**src/rtl/bullet_ctrl.sv**
```systemverilog
// Player bullet pool: spawns bullets above the plane on fire, moves them upward
// on each move_tick, retires them at the top of the screen or on hit, and renders them.
module bullet_ctrl #(
  parameter int N_BULLET = 4,
  parameter int SPEED    = 4,
  parameter int COOLDOWN = 16,
  parameter int BW       = 4,
  parameter int BH       = 8
) (
  input  logic                clk,
  input  logic                rst,
  input  logic                move_tick,
  input  logic                fire,
  input  logic [9:0]          p_x,
  input  logic [9:0]          p_y,
  input  logic [9:0]          x,
  input  logic [9:0]          y,
  input  logic [N_BULLET-1:0] hit,
  output logic [N_BULLET-1:0] b_active,
  output logic                EN,
  output logic [11:0]         rgb,
  output logic [7:0]          shot_cnt
);

  localparam int unsigned NB = N_BULLET;
  localparam int CW = (COOLDOWN < 2) ? 1 : $clog2(COOLDOWN + 1);

  logic [9:0]          bx [N_BULLET];
  logic [9:0]          by [N_BULLET];
  logic [CW-1:0]       cooldown;
  logic [N_BULLET-1:0] spawn_sel;
  logic                free_found;
  logic                spawn;
  logic [9:0]          spawn_bx;
  logic [9:0]          spawn_by;

  // Lowest-index free slot, judged on the registered flags so a slot freed by hit
  // this cycle cannot be reused until the next one.
  always_comb begin
    spawn_sel  = '0;
    free_found = 1'b0;
    for (int unsigned i = 0; i < NB; i++) begin
      if (!b_active[i] && !free_found) begin
        spawn_sel[i] = 1'b1;
        free_found   = 1'b1;
      end
    end
    spawn    = move_tick && fire && (cooldown == '0) && free_found;
    spawn_bx = p_x + 10'(25 - BW / 2);
    spawn_by = (p_y < 10'(BH)) ? '0 : p_y - 10'(BH);
  end

  always_ff @(posedge clk) begin
    if (rst) begin
      b_active <= '0;
      cooldown <= '0;
      shot_cnt <= '0;
      for (int unsigned i = 0; i < NB; i++) begin
        bx[i] <= '0;
        by[i] <= '0;
      end
    end else begin
      for (int unsigned i = 0; i < NB; i++) begin
        if (spawn && spawn_sel[i]) begin
          b_active[i] <= 1'b1;
          bx[i]       <= spawn_bx;
          by[i]       <= spawn_by;
        end else if (b_active[i]) begin
          if (hit[i]) begin
            b_active[i] <= 1'b0;
          end else if (move_tick) begin
            if (by[i] < 10'(SPEED)) b_active[i] <= 1'b0;
            else                    by[i]       <= by[i] - 10'(SPEED);
          end
        end
      end
      if (move_tick) begin
        if (spawn)                 cooldown <= CW'(COOLDOWN);
        else if (cooldown != '0)   cooldown <= cooldown - 1'b1;
      end
      if (spawn) shot_cnt <= shot_cnt + 8'd1;
    end
  end

  // 11-bit compares keep bx+BW / by+BH from wrapping near the screen edge.
  always_comb begin
    EN = 1'b0;
    for (int unsigned i = 0; i < NB; i++) begin
      if (b_active[i] &&
          ({1'b0, x} >= {1'b0, bx[i]}) && ({1'b0, x} < ({1'b0, bx[i]} + 11'(BW))) &&
          ({1'b0, y} >= {1'b0, by[i]}) && ({1'b0, y} < ({1'b0, by[i]} + 11'(BH))))
        EN = 1'b1;
    end
    rgb = EN ? 12'hF80 : 12'h000;
  end

endmodule

```
**config.mk**
```make
export PLATFORM = sky130hd
export DESIGN_NAME = bullet_ctrl
export DESIGN_NICKNAME = d
export VERILOG_FILES = /design/src/rtl/bullet_ctrl.sv
export SDC_FILE = /design/constraint.sdc
export NUM_CORES = 1
export LEC_CHECK = 0
export BUFFER_PORTS_ARGS = -buffer_cell sky130_fd_sc_hd__buf_2
export CELL_PAD_IN_SITES_DETAIL_PLACEMENT = 2
export CELL_PAD_IN_SITES_GLOBAL_PLACEMENT = 2
export CORE_MARGIN = 2
export CORE_UTILIZATION = 39
export DETAILED_ROUTE_END_ITERATION = 10
export GPL_TIMING_DRIVEN = 0
export PLACE_DENSITY = 0.85
export SLEW_MARGIN = 0
export SYNTH_ARGS = -nofsm -noshare
export SYNTH_HDL_FRONTEND = slang
export SYNTH_SLANG_ARGS = --single-unit
```
**constraint.sdc**
```tcl
create_clock -name clk -period 5.4 [get_ports clk]
set_clock_uncertainty 0.1 [all_clocks]
set_input_delay 0.81 -clock clk [delete_from_list [all_inputs] [get_ports clk]]
set_output_delay 0.81 -clock clk [all_outputs]
set_load 0.02 [all_outputs]
```
### Word level (Yosys, flattened, before mapping)

Memories as Yosys holds them, arrays and structs flattened.
Cells that the tools add are included.

| word-level totals | value |
|---|---|
| bits in registers | 17 |
| memory bits (writable) | 80 |
| input bits | 48 |
| output and inout port bits | 25 |
| word-level logic and storage cells | 174 |
| memories kept | 2 |

Memory list:

| memory | depth | bits a word | rd ports | clocked after Yosys merged registers in | write ports | line | text |
|---|---|---|---|---|---|---|---|
| bx | 4 | 10 | 4 | 0 | 4 | 28 | `logic [9:0] bx [N_BULLET];` |
| by | 4 | 10 | 4 | 0 | 4 | 29 | `logic [9:0] by [N_BULLET];` |

| operators by class | value |
|---|---|
| $add $sub $neg | 16 |
| magnitude comparators | 21 |
| multiplexer cells | 85 |
| bitwise gates (word level) | 12 |
| reduce and logical (&&, ||, !) cells | 35 |

Operators by type and width:

| cell | number |
|---|---|
| 10-bit two-way mux | 13 |
| 10-bit by 11-bit < comparator with 1-bit output | 8 |
| 10-bit greater-or-equal comparator | 8 |
| 1-bit two-way mux | 69 |
| 10-bit by 3-bit adder with 11-bit output, second input constant | 4 |
| 10-bit by 4-bit adder with 11-bit output, second input constant | 4 |
| 10-bit by 3-bit < comparator with 1-bit output, second input constant | 4 |
| 10-bit by 3-bit subtractor with 10-bit output, second input constant | 4 |
| 1-bit logical AND | 26 |
| 12-bit two-way mux | 1 |
| 1-bit bitwise OR | 12 |
| 10-bit by 5-bit adder with 10-bit output, second input constant | 1 |
| 10-bit by 4-bit < comparator with 1-bit output, second input constant | 1 |
| 5-bit two-way mux | 2 |
| 10-bit by 4-bit subtractor with 10-bit output, second input constant | 1 |
| 8-bit by 1-bit adder with 8-bit output, second input constant | 1 |
| 1-bit logical NOT | 5 |
| 5-bit logical NOT | 1 |
| 5-bit nonzero test | 1 |
| 5-bit by 1-bit subtractor with 5-bit output, second input constant | 1 |
| 2-bit AND reduction | 1 |
| 2-bit nonzero test | 1 |

### Logic depth before layout (Yosys ltp)

Gate-level depths: netlist (run 1).

| depth | value |
|---|---|
| depth in word-level cells | 16 |
| depth in mapped cells | 13 |
| depth with buffers taken out | 12 |

### Worst setup path after synthesis (run 1)

No wires, ideal clock.

| timing | value |
|---|---|
| kind | input to output |
| start | input x[0] |
| end | output rgb[10] |
| data arrival time | 2.613 ns |
| data required time | 4.490 ns |
| setup slack | 1.877 ns |
| cell stages on the path | 10 |
| buffers on the path | 1 |
| cell sequence | inv_1 ha_1 nand2b_1 a211oi_1 o21ai_0 o311ai_0 a21boi_0 o2111a_1 a211o_1 buf_4 |

| between the ends | value |
|---|---|
| longest elaborated chain between the ends | 10 |
| elaborated cells between the ends (all ways) | 29 |
| classes of those cells | 8 x order compare; 5 x mux; 16 x reduce/logical |

RTL lines:

| what | line | text |
|---|---|---|
| start, declared | 16 | `input logic [9:0] x,` |
| 10-bit greater-or-equal comparator | 90 | `({1'b0, x} >= {1'b0, bx[i]}) && ({1'b0, x} < ({1'b0, bx[i]} + 11'(BW))) &&` |
| 1-bit logical AND | 89 | `if (b_active[i] &&` |
| 1-bit logical AND (2 in series) | 90 |  |
| 1-bit logical AND | 91 | `({1'b0, y} >= {1'b0, by[i]}) && ({1'b0, y} < ({1'b0, by[i]} + 11'(BH))))` |
| 1-bit two-way mux (3 in series) | 89 |  |
| 1-bit two-way mux * | 89 |  |
| via EN | 20 | `output logic EN,` |
| 12-bit two-way mux * | 94 | `rgb = EN ? 12'hF80 : 12'h000;` |
| end, declared | 21 | `output logic [11:0] rgb,` |

The timed path passes the listed nets; every way through them passes the cells marked *.

==> flow_metrics.env, run 1 <==
export IMPL_core_area_um2=22000
export IMPL_crit_path_end="rgb[10]"
export IMPL_overflow=0
export IMPL_relSlewSlack_pct=26.1
export IMPL_drv_slew=0
export IMPL_worst_pin_slew_ns=1.10
export IMPL_grtUsageTotal_pct=27.7
export IMPL_async_reset_ff_share_pct=0
export IMPL_hold_buffers=0
export IMPL_drive_gt1_share_pct=11.1
export IMPL_cts_resized=0
export IMPL_syn_inst=956
export IMPL_outcome="complete, no violations"
export IMPL_fin_area_um2=9830
export IMPL_r2r_slack_ns=1.88
export IMPL_h_tree_depth=3
export IMPL_path_class="flip-flop to primary output"
export IMPL_cts_buffer_depth=2
export IMPL_root_buffer="clkbuf_16"
export IMPL_start_util_pct=40.1
export IMPL_synth_area_um2=8800
export IMPL_first_pass_iters=7
export IMPL_routed_wl_um=32200
export IMPL_layout_common_cells="ha_1 (164), inv_1 (93), nor2_1 (91)"
export IMPL_hold_viol=0
export IMPL_clock_latency_ns=0.38
export IMPL_synth_top_area_share_pct=27.3
export IMPL_maxCapViolCount=0
export IMPL_required_ns=4.49
export IMPL_crit_fanout=6
export IMPL_num_io_pins=73
export IMPL_antenna_found_initial=0
export IMPL_synthTopCellsByArea="edfxtp_1 (27%), ha_1 (23%), xnor2_1 (7.2%), inv_1 (4.0%), nor2_1 (3.9%)"
export IMPL_chipWidth_um=154
export IMPL_worst_hold_startpoint="shot_cnt[7]"
export IMPL_ir_drop_mv=0.136
export IMPL_grt_start_max_net_pins=16
export IMPL_start_kind="flip-flop"
export IMPL_synth_seq_cells=97
export IMPL_die_h_um=154
export IMPL_post_route_period_util_pct=89.9
export IMPL_setup_viol_count_final=0
export IMPL_nets=1250
export IMPL_synth_edf_count=80
export IMPL_drcViolationCount=0
export IMPL_worstPathArrival_ns=3.94
export IMPL_fin_tns_setup_ns=0
export IMPL_yosysSeqAreaShare_pct=31.2
export IMPL_diodes=0
export IMPL_clk_pin_slew_ns=0.07
export IMPL_place_congestion=0.825
export IMPL_hold_class="flip-flop to flip-flop"
export IMPL_wire_per_inst_um=24.4
export IMPL_r2r_end="by[1][3]"
export IMPL_ant_nets=0
export IMPL_port_buffers=65
export IMPL_post_synth_top_area_cell="edfxtp_1"
export IMPL_dpl_instance_area_um2=9500
export IMPL_clock_fmax_mhz=206
export IMPL_grt_pass1_vias=8753
export IMPL_fp_row_count=54
export IMPL_fin_crit_ns=4.85
export IMPL_vias=7731
export IMPL_numCtsBuffers=9
export IMPL_synth_cell_types=61
export IMPL_die_area_um2=23800
export IMPL_critPathLaunch="by[0][4]"
export IMPL_ys_warn_count=0
export IMPL_drt_iter0_drc=363
export IMPL_syn_area_per_cell_um2=9.21
export IMPL_synthFlopType="edfxtp_1"
export IMPL_r2r_start="cooldown[0]"
export IMPL_cp_end_kind="primary output"
export IMPL_syn_to_final_growth_pct=11.7
export IMPL_cts_tree="built"
export IMPL_cts_setup_buffers=0
export IMPL_r2r_cells=7
export IMPL_rsz0062_at_grt="no"
export IMPL_hpwl_um=24500
export IMPL_totalPowerFinal_mw=2.59
export IMPL_cts_num_sinks=97
export IMPL_vias_per_cell=5.84
export IMPL_leakage_nw=4.22
export IMPL_p_per_area_nw_per_um2=264
export IMPL_final_common_cell="ha_1"
export IMPL_grt_pass1_wl_um=50300
## worst min-delay path by stage
stage | end | slack [ns] | cells after the start
final | shot_cnt[7] | 0.42 | 2
after CTS | shot_cnt[1] | 0.43 | 2
after detailed placement | shot_cnt[7] | 0.40 | 2
after global routing | shot_cnt[7] | 0.45 | 2
after floorplan | cooldown[1] | 0.37 | 2
after global placement | cooldown[1] | 0.39 | 2
## layout make-up
class                      instances  area [um^2]
fill                            2379        12100
multi-input combinational        743         5550
sequential                        97         2740
tap                              280          350
inverter                          93          349
timing repair buffer              65          325
clock buffer                      14          318
buffer                            29          185
clock inverter                     2         11.3
## per-layer routing
metal  part of all wire [%]  vias up  wire length (um)  GRT usage, %
met5                      0        -                 0             0
met4                    3.0        0               966          10.6
met3                    3.8       55              1220          3.08
met2                     50      192             16000          48.9
met1                     44     3875             14000          34.9
li1                       -     3609                 -             -
## kinds of logic (layout without fill, tap and decap cells)
family | Yosys count | after routing | share of synthesized area (%)
and+or+nand+nor | 305 | 305 | 17.7
other | 1 | 7 | 0.0426
AOI/OAI and AO/OA | 185 | 185 | 13.5
DFF | 97 | 97 | 31.2
adders and majority gates | 164 | 164 | 23.3
buffers and inverters | 122 | 203 | 6.07
xor gates and xnor gates | 82 | 82 | 8.16
## worst max-delay path, stage by stage (launching register included)
cell and delay (ns):
edfxtp_1 0.46, inv_1 0.22, ha_1 0.28, inv_1 0.06, ha_1 0.23, a21oi_1 0.16, nor2_1 0.07, a2111oi_0 0.36
a21oi_1 0.13, o31ai_1 0.64, o2111a_1 0.36, a211o_1 0.30, buf_4 0.16, buf_2 0.15
## per-stage QoR
stage | setup WS, ns | hold slack [ns] | instances | utilization, %
CTS | 0.618 | 0.426 | 1323 | 44.8
detailed placement | 0.972 | 0.405 | 1307 | 43.3
global placement | 0.996 | 0.394 | 1307 | 43.3
global route | 0.449 | 0.446 | 1323 | 44.8
floorplan | 1.88 | 0.369 | 962 | -
finish | 0.546 | 0.423 | 1323 | 44.8
## state kept, by name, summed over array words and instances (netlist names)
| register | flops |
|---|---|
| b_active | 4 |
| bx | 40 |
| by | 40 |
| cooldown | 5 |
| shot_cnt | 8 |
## cell usage after synthesis (all sizes together), types with 4 or more instances
library cell  number
ha               164
inv               93
nor2              93
edfxtp            80
xnor2             72
nand3             48
a21oi             46
nand2             38
o22ai             31
o21ai             30
nor3              23
nand2b            21
buf               17
dfxtp             17
nand4             17
nor2b             16
a21o              14
clkbuf            12
and3              11
or2               10
xor2              10
a31oi              8
o21a               8
a211oi             7
or3                7
a21boi             6
nor4               5
a2111oi            4
a211o              4
o21bai             4
o221ai             4
## report_power, final
group          leakage [nW]  total, mW  switching, mW  internal, mW
Combinational          3.09      0.877          0.538         0.339
Clock                 0.165      0.722          0.313         0.410
Sequential            0.968      0.994         0.0960         0.898
No activity file was read; power rests on OpenSTA's default activity.
==> run 2, diff against run 1 <==
--- a/config.mk
+++ b/config.mk
@@ -5,14 +5,15 @@
 export SDC_FILE = /design/constraint.sdc
 export NUM_CORES = 1
 export LEC_CHECK = 0
-export BUFFER_PORTS_ARGS = -buffer_cell sky130_fd_sc_hd__buf_2
 export CELL_PAD_IN_SITES_DETAIL_PLACEMENT = 2
 export CELL_PAD_IN_SITES_GLOBAL_PLACEMENT = 2
 export CORE_MARGIN = 2
 export CORE_UTILIZATION = 39
 export DETAILED_ROUTE_END_ITERATION = 10
+export DONT_BUFFER_PORTS = 1
 export GPL_TIMING_DRIVEN = 0
-export PLACE_DENSITY = 0.85
+export MAX_ROUTING_LAYER = met4
+export PLACE_DENSITY = 0.81
 export SLEW_MARGIN = 0
 export SYNTH_ARGS = -nofsm -noshare
 export SYNTH_HDL_FRONTEND = slang
==> run 2 against run 1 <==
  * Die area unchanged
  * Count of clock-buffer cells in the layout down 1
  * Clock power down 2%
  * Largest power group unchanged
  * Highest routed layer unchanged
  * Worst hold slack worse by 0.013 ns
  * Cell count down 4.9%
  * Sequential share of layout area up 0.93 points
  * Global-route usage down 1.9 points
  * Power down 4.6%
  * Routed wire length down 9.5%
  * Critical path depth down 1
  * Combinational power down 13%
  * First-iteration DRC count down 6.1%
==> flow_metrics.env, run 2 (synthesis results as in run 1) <==
export IMPL_outcome="complete, no violations"
export IMPL_ff_latch_area_um2=2740
export IMPL_post_route_period_util_pct=86.1
export IMPL_placed_cells=1242
export IMPL_diodes=0
export IMPL_vias_per_cell=5.79
export IMPL_h_tree_depth=3
export IMPL_start_util_pct=40.1
export IMPL_grt_pass1_wl_um=46000
export IMPL_p_per_area_nw_per_um2=260
export IMPL_cts_tree="built"
export IMPL_largest_registers="bx (40), by (40), shot_cnt (8)"
export IMPL_hold_class="flip-flop to flip-flop"
export IMPL_hold_buffers=0
export IMPL_r2r_slack_ns=2.01
export IMPL_worst_pin_slew_ns=1.18
export IMPL_rsz0062_at_grt="no"
export IMPL_place_ws_ns=1.13
export IMPL_fin_tns_setup_ns=0
export IMPL_root_buffer="clkbuf_16"
export IMPL_wire_per_inst_um=23.2
export IMPL_clock_latency_ns=0.36
export IMPL_top_layer="met4"
export IMPL_r2r_start="cooldown[0]"
export IMPL_hold_depth=2
export IMPL_worstPathArrival_ns=3.74
export IMPL_antenna_found_initial=0
export IMPL_r2r_cells=7
export IMPL_cts_setup_buffers=0
export IMPL_grt_start_max_net_pins=17
export IMPL_leakage_nw=3.93
export IMPL_die_area_um2=23800
export IMPL_final_util_pct=43.3
export IMPL_final_common_cell="ha_1"
export IMPL_ant_nets=0
export IMPL_grt_pass1_vias=8208
export IMPL_nets=1185
export IMPL_cts_num_sinks=97
export IMPL_clk_pin_slew_ns=0.07
export IMPL_port_buffers=0
export IMPL_numCtsBuffers=9
export IMPL_required_ns=4.49
export IMPL_cts_buffer_depth=2
export IMPL_relSlewSlack_pct=20.3
export IMPL_fillCellCount=2384
export IMPL_clock_fmax_mhz=215
export IMPL_syn_to_final_growth_pct=8.07
export IMPL_multi_input_area_um2=5550
export IMPL_ir_drop_mv=0.240
export IMPL_core_area_um2=22000
export IMPL_hold_viol=0
export IMPL_hpwl_um=22600
export IMPL_num_io_pins=73
export IMPL_drt_iter0_drc=341
export IMPL_whs_ns=0.411
export IMPL_met1Wirelength_um=13100
export IMPL_grtUsageTotal_pct=25.9
export IMPL_route_met3_wl_um=1000
export IMPL_routed_wl_met2_um=14400
export IMPL_drive_gt1_share_pct=5.32
export IMPL_r2r_end="by[1][9]"
export IMPL_drv_slew=0
export IMPL_chipWidth_um=154
export IMPL_fin_cells=1258
export IMPL_place_congestion=0.793
export IMPL_routed_wl_um=29200
export IMPL_critPathLaunch="bx[3][4]"
export IMPL_fp_row_count=54
export IMPL_vias=7290
export IMPL_maxCapViolCount=0
export IMPL_layout_setup_ws_ns=0.751
export IMPL_first_pass_iters=4
export IMPL_setup_viol_count_final=0
export IMPL_fin_crit_ns=4.65
export IMPL_path_class="flip-flop to primary output"
export IMPL_die_h_um=154
export IMPL_crit_path_end="rgb[9]"
export IMPL_cts_resized=0
export IMPL_overflow=0
export IMPL_drcViolationCount=0
export IMPL_layout_common_cells="ha_1 (164), inv_1 (93), nor2_1 (91)"
export IMPL_start_kind="flip-flop"
export IMPL_cp_end_kind="primary output"
export IMPL_crit_fanout=6
## run 2: cell types whose count changed in the layout (fill, tap and decap cells not counted), sizes merged
cell	previous run	this run
buf	82	17
clkinvlp	0	2
clkbuf	26	25
clkinv	1	0
## run 2: critical path, stage by stage (launching register included)
cell and delay [ns]:
edfxtp_1 0.46, nand3_1 0.14, nor3_1 0.35, nand3_1 0.16, xnor2_1 0.15, ha_1 0.20, a2111oi_0 0.40, o211ai_1 0.16
o21ai_0 0.26, nand3_1 0.14, o22ai_1 0.34, a211o_1 0.40, buf_4 0.23
## run 2: through the flow
step / power, mW / instance area [um^2]
after floorplan: 1.53 / 8820
after global placement: 1.71 / 9180
after detailed placement: 1.77 / 9180
after CTS: 2.49 / 9510
after global routing: 2.63 / 9510
final: 2.47 / 9510
## run 2: how the worst min path moves through the flow
stage | to | slack [ns] | startpoint
after floorplan | cooldown[1] | 0.37 | cooldown[1]
after CTS | cooldown[1] | 0.42 | cooldown[1]
after global routing | cooldown[1] | 0.44 | cooldown[1]
final | cooldown[1] | 0.41 | cooldown[1]
after global placement | cooldown[1] | 0.39 | cooldown[1]
after detailed placement | cooldown[1] | 0.41 | cooldown[1]
## run 2: where the power goes
group | internal (mW) | switching [mW] | leakage, nW
logic | 0.317 | 0.450 | 2.80
clock network | 0.411 | 0.300 | 0.160
registers | 0.898 | 0.0980 | 0.968
## run 2: cell type report
cell class,count,area share (%)
Inverter,93,3.67
Tap cell,280,3.68
Multi-Input combinational cell,743,58.3
Clock inverter,3,0.250
Sequential cell,97,28.8
Buffer,29,1.95
Clock buffer,13,3.30
## run 2: layer usage
metal	vias to the layer above	GRT usage, %
met5	-	-
met4	0	8.23
met3	39	2.30
met2	128	44.7
met1	3654	32.1
li1	3469	-
